===== src/rtl/serial_subtractor_if.sv =====
// Handshake and operand/result bundle for the bit-serial subtractor.
// The master drives start and the operands, and the slave returns status and the result.
interface serial_subtractor_if #(
    parameter int WIDTH = 8
);
    logic             start;
    logic [WIDTH-1:0] a;
    logic [WIDTH-1:0] b;
    logic             bin;
    logic             busy;
    logic             done;
    logic [WIDTH-1:0] diff;
    logic             bout;

    modport master (
        output start, a, b, bin,
        input  busy, done, diff, bout
    );

    modport slave (
        input  start, a, b, bin,
        output busy, done, diff, bout
    );
endinterface


===== src/rtl/serial_subtractor.sv =====
// Bit-serial unsigned subtractor computing a - b - bin, LSB first.
// One full-subtractor cell is time-shared across WIDTH clocks, with a borrow flip-flop between bits.
module serial_subtractor #(
    parameter int WIDTH = 8
) (
    input  logic                clk,
    input  logic                rst,
    serial_subtractor_if.slave  bus
);
    localparam int CW = $clog2(WIDTH + 1);

    typedef enum logic [1:0] {
        IDLE  = 2'd0,
        SHIFT = 2'd1,
        DONE  = 2'd2
    } state_t;

    state_t           state_r;
    state_t           state_s;
    logic [WIDTH-1:0] a_r;
    logic [WIDTH-1:0] b_r;
    logic             br_r;
    logic [CW-1:0]    cnt_r;
    logic [WIDTH-1:0] res_r;
    logic [WIDTH-1:0] diff_r;
    logic             bout_r;

    logic             accept_s;
    logic             last_bit_s;
    logic             d_s;
    logic             br_s;
    logic [WIDTH-1:0] res_s;

    assign accept_s   = ((state_r == IDLE) || (state_r == DONE)) && bus.start;
    assign last_bit_s = (cnt_r == CW'(WIDTH - 1));

    // Full-subtractor cell and the result shift, written to be legal for WIDTH == 1.
    always_comb begin
        d_s          = a_r[0] ^ b_r[0] ^ br_r;
        br_s         = (~a_r[0] & b_r[0]) | (~(a_r[0] ^ b_r[0]) & br_r);
        res_s        = res_r >> 1;
        res_s[WIDTH-1] = d_s;
    end

    // Next-state logic.
    always_comb begin
        state_s = state_r;
        case (state_r)
            IDLE: begin
                if (accept_s) state_s = SHIFT;
                else          state_s = IDLE;
            end
            SHIFT: begin
                if (last_bit_s) state_s = DONE;
                else            state_s = SHIFT;
            end
            DONE: begin
                if (accept_s) state_s = SHIFT;
                else          state_s = IDLE;
            end
            default: state_s = IDLE;
        endcase
    end

    // State register.
    always_ff @(posedge clk or posedge rst) begin
        if (rst) state_r <= IDLE;
        else     state_r <= state_s;
    end

    // Operand, borrow and counter registers, plus a result that is published only on entry to DONE.
    always_ff @(posedge clk or posedge rst) begin
        if (rst) begin
            a_r    <= '0;
            b_r    <= '0;
            br_r   <= 1'b0;
            cnt_r  <= '0;
            res_r  <= '0;
            diff_r <= '0;
            bout_r <= 1'b0;
        end else if (accept_s) begin
            a_r   <= bus.a;
            b_r   <= bus.b;
            br_r  <= bus.bin;
            cnt_r <= '0;
            res_r <= '0;
        end else if (state_r == SHIFT) begin
            a_r   <= a_r >> 1;
            b_r   <= b_r >> 1;
            br_r  <= br_s;
            cnt_r <= cnt_r + CW'(1);
            res_r <= res_s;
            if (last_bit_s) begin
                diff_r <= res_s;
                bout_r <= br_s;
            end
        end
    end

    assign bus.busy = (state_r == SHIFT);
    assign bus.done = (state_r == DONE);
    assign bus.diff = diff_r;
    assign bus.bout = bout_r;
endmodule


===== src/flat_wrapper.sv =====
// flat-port wrapper written by rule: the top's interface ports become plain ports
module serial_subtractor_flat 
#(
    parameter int WIDTH = 8
)
  (clk, rst, bus_start, bus_a, bus_b, bus_bin, bus_busy, bus_done, bus_diff, bus_bout);
  serial_subtractor_if #(.WIDTH(WIDTH)) bus_i ();
  input  logic clk;
  input  logic rst;
  input wire logic [$bits(bus_i.start)-1:0] bus_start;
  input wire logic [$bits(bus_i.a)-1:0] bus_a;
  input wire logic [$bits(bus_i.b)-1:0] bus_b;
  input wire logic [$bits(bus_i.bin)-1:0] bus_bin;
  output wire logic [$bits(bus_i.busy)-1:0] bus_busy;
  output wire logic [$bits(bus_i.done)-1:0] bus_done;
  output wire logic [$bits(bus_i.diff)-1:0] bus_diff;
  output wire logic [$bits(bus_i.bout)-1:0] bus_bout;
  assign bus_i.start = bus_start;
  assign bus_i.a = bus_a;
  assign bus_i.b = bus_b;
  assign bus_i.bin = bus_bin;
  assign bus_busy = bus_i.busy;
  assign bus_done = bus_i.done;
  assign bus_diff = bus_i.diff;
  assign bus_bout = bus_i.bout;
  serial_subtractor #(.WIDTH(WIDTH)) u_core (.clk(clk), .rst(rst), .bus(bus_i));
endmodule

===== config.mk =====
export PLATFORM = sky130hd
export DESIGN_NAME = serial_subtractor_flat
export DESIGN_NICKNAME = d
export VERILOG_FILES = /design/src/rtl/serial_subtractor_if.sv /design/src/rtl/serial_subtractor.sv /design/src/flat_wrapper.sv
export SDC_FILE = /design/constraint.sdc
export NUM_CORES = 1
export LEC_CHECK = 0
export CAP_MARGIN = 10
export CORE_ASPECT_RATIO = 0.7
export CORE_MARGIN = 1
export CORE_UTILIZATION = 50
export CTS_CLUSTER_SIZE = 10
export DETAILED_ROUTE_END_ITERATION = 7
export PLACE_DENSITY = 0.77
export REMOVE_ABC_BUFFERS = 1
export SLEW_MARGIN = 20
export SYNTH_ARGS = -nofsm -noshare
export SYNTH_HDL_FRONTEND = slang
export SYNTH_SLANG_ARGS = --single-unit

===== constraint.sdc =====
create_clock -name clk -period 1.92 [get_ports clk]
set_clock_uncertainty 0.15 [all_clocks]
set_input_delay 0.576 -clock clk [delete_from_list [all_inputs] [get_ports clk]]
set_output_delay 0.576 -clock clk [all_outputs]
set_load 0.005 [all_outputs]

==> metrics.md <==
| Metric | Value |
|---|---|
| Total wire length | between 3 and 4 mm |
| Post-CTS Hold Buffers | 0 |
| Post-Synth Simple-Gate Area | between 10 and 15% |
| Final Critical Period | around 1.9 ns |
| Gp weighted congestion | about 0.76 |
| Yosys top cell area share | about three fifths |
| GR Util met2 | 31.7% |
| Pin count of the biggest net entering global routing | 40 |
| Avg WL per Cell | about 16 um |
| Compound-cell area share of the yosys netlist | a little over an eighth |
| Hold Fails Final Rpt | 0 |
| CP endpoint kind | primary output |
| Yosys warnings | 0 |
| DR vias | approximately 1,200 |
| Worst r2r src | u_core.state_r[0] |
| Primary FF master, synth | dfrtp_1 |
| ANT cells | 0 |
| Fraction of synthesis flops using an asynchronous set or reset pin | between 90% and 100% |
| Max transition margin | between 70 and 80% |
| Die Wd | ~70 um |
| Synth Register Bits | 39 |
| Worst r2r dst | u_core.bus.diff[4] |
| Syn Area/Cell | 12.0 um^2 |
| Root Driver | clkbuf_8 |
| Top cells by area, synth | dfrtp_1 (60%), a22o_1 (5.9%), a22oi_1 (5.5%), mux2_2 (5.5%), nand2_1 (3.9%) |
| Largest family of logic cells by synthesized area | compound AO/OA/AOI/OAI gates |
| Clock transition at the registers of the reported paths | ~0.070 ns |
| Pwr Total | roughly 3.4 mW |
| CTS sink cnt | 39 |
| Synthesized area | roughly 0.0016 mm^2 |
| Max_cap viols | 0 |
| Grt met3 use | roughly 4.9% |
| Endpoints failing setup | 0 |
| Hold Path Origin | u_core.a_r[5] |
| Post-detail-place hpwl | roughly 2.2 mm |
| Initial core utilization | between 50% and 60% |
| Vias in the first global route | between 1,000 and 1,500 |
| Post-synth top cells | dfrtp_1 (39), nand2_1 (17), a22oi_1 (12), nand3_1 (12), a22o_1 (11) |
| Worst reg-to-reg path cell count | 5 |
| # IOs | 31 |
| GRT Overall Usage | between 20% and 30% |
| Mapped Cells | around 140 |
| CP max stage delay | about 0.51 ns |
| Clk_lat worst skew | roughly 0.28 ns |
| Hold Slack | 0.349 ns |
| Row count | 16 |
| Period utilization | a little over nine tenths |
| Cts bufs inserted | 5 |
| Post-synth top area cell | dfrtp_1 |
| Hold depth | 2 |
| CP arrival | around 1.2 ns |
| Hold crit path type | flip-flop to flip-flop |
| GR Layer Usage met1 | slightly above 30% |
| CP max FO | 2 |
| Distinct cells, synth | 25 |
| Layer with the highest usage | met2 |
| RSZ-0062 raised after global routing | false |
| DR vias/cell | ~5.5 |
| Lkg Pwr | roughly 1 nW |
| Number of synthesized flops with an enable pin | 0 |
| CP max stage cell | clkdlybuf4s50_1 |
| Max Slew Vio Count | 0 |
| Core area | around 0.003 mm^2 |
| CTS tree | built |
| R2R Setup Slk | 0.12 ns |
| Die area | around 0.0035 mm^2 |
| Worst path required time | 1.19 ns |
| # port buffers | 30 |
| # DRC | 0 |
| Worst path buffer plus inverter count | 1 |
| Status | complete, no violations |
| DR iter-0 viols | 81 |
| Mux contribution to synthesized area | roughly 7.4% |
| Endpoint of the worst hold path | u_core.a_r[4] |
| Setup TNS | 0 ns |
| Seq/Total Area, Yosys | 60.0% |
| Layout cell share with drive strength beyond 1 | between 15 and 20% |
| Peak VDD IR | 0.634 mV |
| Initial antenna violation count | 0 |
| Global route overflow | 0 |
| Critical path launch point type | flip-flop |
| Nets | 194 |
| First-pass GRT wire length | roughly 5.6 mm |
| Detail Route Antenna Nets | 0 |
| Xor/xnor share of the synthesized area | less than 1% |
| Pre-antenna DRT Iters | 4 |
| Chip height | between 40 and 50 um |
| Critical path class | flip-flop to primary output |
| Count leader, synth | dfrtp_1 |
| PwrDens | about 1600 mW/mm^2 |
| Max Freq | roughly 530 MHz |
| Least-Margin Pin Slew | 0.431 ns |
| Clock tree buffer depth | 2 |
| CP Cell Sequence | clkdlybuf4s50_1 |
| Area Growth Syn to Fin | 30.9% |
| H-tree Lvls | 2 |
| Family with the most delay on the worst path | buffers and inverters |
| Adder-Cell Fraction of Synth Area | about 2% |
-- report_power, final --
group          leakage, nW  total, mW  switching [mW]  internal [mW]
Combinational        0.456       1.40           0.645          0.759
Clock               0.0470      0.548           0.267          0.282
Sequential           0.495       1.41           0.226           1.18
-- what timing repair did --
item | in CTS | in global routing
setup buffers | 1 | 1
gates resized for setup | 4 | 1
setup endpoints to repair | 2 | 1
-- sequential cells by signal, summed over array words and instances (netlist names) --
register,count
u_core.b_r,8
u_core.a_r,8
u_core.br_r,1
u_core.bus.diff,8
u_core.bus.bout,1
u_core.cnt_r,4
u_core.state_r,2
u_core.res_r,7
-- placed cells by master (no fill, tap or decap), drive strengths merged, types with 2 or more instances in the layout --
cell type      netlist  layout
dfrtp               39      39
clkdlybuf4s50        0      28
nand2               17      17
a22oi               12      12
nand3               12      12
a22o                11      11
buf                  6       9
mux2                 8       8
clkbuf               4       6
inv                  5       5
nor2                 4       4
mux2i                3       3
a221o                2       2
nor2b                2       2
nand2b               2       2
nor3                 2       2
-- layout make-up --
cell class | count | area (um^2)
tap | 36 | 45.0
multi-input combinational | 82 | 586
inverter | 5 | 18.8
sequential | 39 | 976
clock inverter | 1 | 5.00
timing repair buffer | 39 | 417
fill | 202 | 813
clock buffer | 6 | 82.6
-- per-layer routing --
layer,part of all wire [%],vias to the layer above
li1,-,550
met1,48,568
met2,47,28
met3,4.4,7
met4,0.89,0
met5,0,-
-- through the flow --
step / std cells / util (%) / instance area [um^2] / setup WS (ns)
after floorplan: 126 / - / 1570 / -0.247
after global placement: 199 / 68.7 / 2020 / -0.0607
after detailed placement: 199 / 68.7 / 2020 / -0.0773
after CTS: 207 / 72.1 / 2120 / 0.000798
after global routing: 208 / 72.4 / 2130 / 0.0123
final: 208 / 72.4 / 2130 / 0.0428
-- cells by family (layout without fill, tap and decap cells) --
kind of cell | count (synthesis) | count (layout)
AOI/OAI and AO/OA | 27 | 27
muxes | 11 | 11
buffers and inverters | 15 | 51
DFF | 39 | 39
and+or+nand+nor | 41 | 41
adders and majority gates | 2 | 2
xor gates and xnor gates | 1 | 1
-- worst max path at each step --
| stage | start | end | slack [ns] | depth (start not counted) |
|---|---|---|---|---|
| 6_report | u_core.bus.bout | bus_bout | 0.04 | 1 |
| 2_1_floorplan | u_core.state_r[1] | u_core.br_r | -0.25 | 4 |
| 4_1_cts | u_core.state_r[0] | bus_busy | 0.0008 | 4 |
| 5_1_grt | u_core.bus.bout | bus_bout | 0.01 | 1 |
| 3_5_place_dp | bus_start | u_core.b_r[0] | -0.08 | 5 |
| 3_3_place_gp | bus_start | u_core.b_r[0] | -0.06 | 5 |
No activity file was read; power rests on OpenSTA's default activity.
==> variant, RTL diff (same settings) <==
`WIDTH` is set to 8 in 3 places; all go to 4.
--- a/src/rtl/serial_subtractor_if.sv
+++ b/src/rtl/serial_subtractor_if.sv
@@ -1,7 +1,7 @@
 // Handshake and operand/result bundle for the bit-serial subtractor.
 // The master drives start and the operands, and the slave returns status and the result.
 interface serial_subtractor_if #(
-    parameter int WIDTH = 8
+    parameter int WIDTH = 4
 );
     logic             start;
     logic [WIDTH-1:0] a;
--- a/src/rtl/serial_subtractor.sv
+++ b/src/rtl/serial_subtractor.sv
@@ -1,7 +1,7 @@
 // Bit-serial unsigned subtractor computing a - b - bin, LSB first.
 // One full-subtractor cell is time-shared across WIDTH clocks, with a borrow flip-flop between bits.
 module serial_subtractor #(
-    parameter int WIDTH = 8
+    parameter int WIDTH = 4
 ) (
     input  logic                clk,
     input  logic                rst,
--- a/src/flat_wrapper.sv
+++ b/src/flat_wrapper.sv
@@ -1,7 +1,7 @@
 // flat-port wrapper written by rule: the top's interface ports become plain ports
 module serial_subtractor_flat 
 #(
-    parameter int WIDTH = 8
+    parameter int WIDTH = 4
 )
   (clk, rst, bus_start, bus_a, bus_b, bus_bin, bus_busy, bus_done, bus_diff, bus_bout);
   serial_subtractor_if #(.WIDTH(WIDTH)) bus_i ();
Ports: changed (resized bus_a, bus_b and bus_diff); port bits go from 31 to 19. No check against the original RTL was run, so the function may have changed too.
==> variant against the original RTL <==
- routed wire length fell by 40%
- highest routed layer unchanged
- design area fell by 39%
- critical path type unchanged
- power fell by 38%
- first-iteration DRC count fell by 75%
- non-clock buffer count fell by 12
- synthesized area fell by 37%
- sequential cell count fell by 17
- setup slack improved by 0.023 ns
==> variant: results (changes against the original RTL) <==
[outcome]
status=complete, no violations

[place]
place_inst=127  ; -36%
dp_slack_ns=0.04211  ; +0.1195 ns

[drt]
routedWlPerCell_um=14.65  ; -6.7%
avgViaCountPerCell=5.489  ; -0.98%

[synth]
synthCells=84  ; -38%
synth_xor_area_share_pct=0.8578  ; +0.32 points
synth.area.top_cells=dfrtp_1, mux2_2, a22o_1
ys_top_cells_by_count=dfrtp_1, mux2_2, a22o_1
synth_compound_gate_area_share_pct=12.99  ; -0.39 points

[power_and_ir_drop]
peakVddDrop_v=0.001010  ; +59%

[clock_tree]
cts_root_buffer=clkbuf_4
clkLatencyLatePin_ns=0.31  ; +0.03 ns
cts.sinks=22  ; -44%
clk_pin_slew_ns=0.12  ; +0.05 ns
numCtsBuffers=3  ; -2

[critical_path]
critPathLaunch=u_core.state_r[1]
endpoint=bus_busy
max_stage_delay_ns=0.41  ; -0.10 ns
r2r.worst_path.cells=4  ; -1
worstReg2RegStart=u_core.br_r

[finish]
clockNetworkAreaShare_pct=2.772  ; -1.3 points

[worst_hold_path]
min_to=u_core.cnt_r[2]
holdPathStages=1  ; -1

[global_route]
grt_pass1_wl_um=3305  ; -41%
grt_use_met2_pct=35.12  ; +3.4 points
grt_max_degree=23  ; -43%

## variant: cell count changes after synthesis, sizes merged, moves of 4 or more
| cell | before | now |
|---|---|---|
| dfrtp | 39 | 22 |
| nand2 | 17 | 2 |
| a22oi | 12 | 1 |
| nand3 | 12 | 2 |
| a22o | 11 | 6 |
| o22ai | 0 | 5 |
| clkbuf | 4 | 0 |
## variant: report_power, final
| group | internal (uW) | total [uW] | switching (uW) |
|---|---|---|---|
| Clock | 116 | 258 | 142 |
| Combinational | 564 | 1030 | 466 |
| Sequential | 675 | 808 | 132 |
## variant: layer usage
metal / vias to the layer above / part of all wire, %
met5: - / 0
met4: 0 / 1.4
met3: 4 / 4.4
met2: 11 / 47
met1: 361 / 48
li1: 354 / -
## variant: timing repair
item                                    in CTS  in global routing
cloned                                       0                  0
endpoints found under the setup margin       4                  5
setup buffers                                1                  1
resized for setup                            8                  5
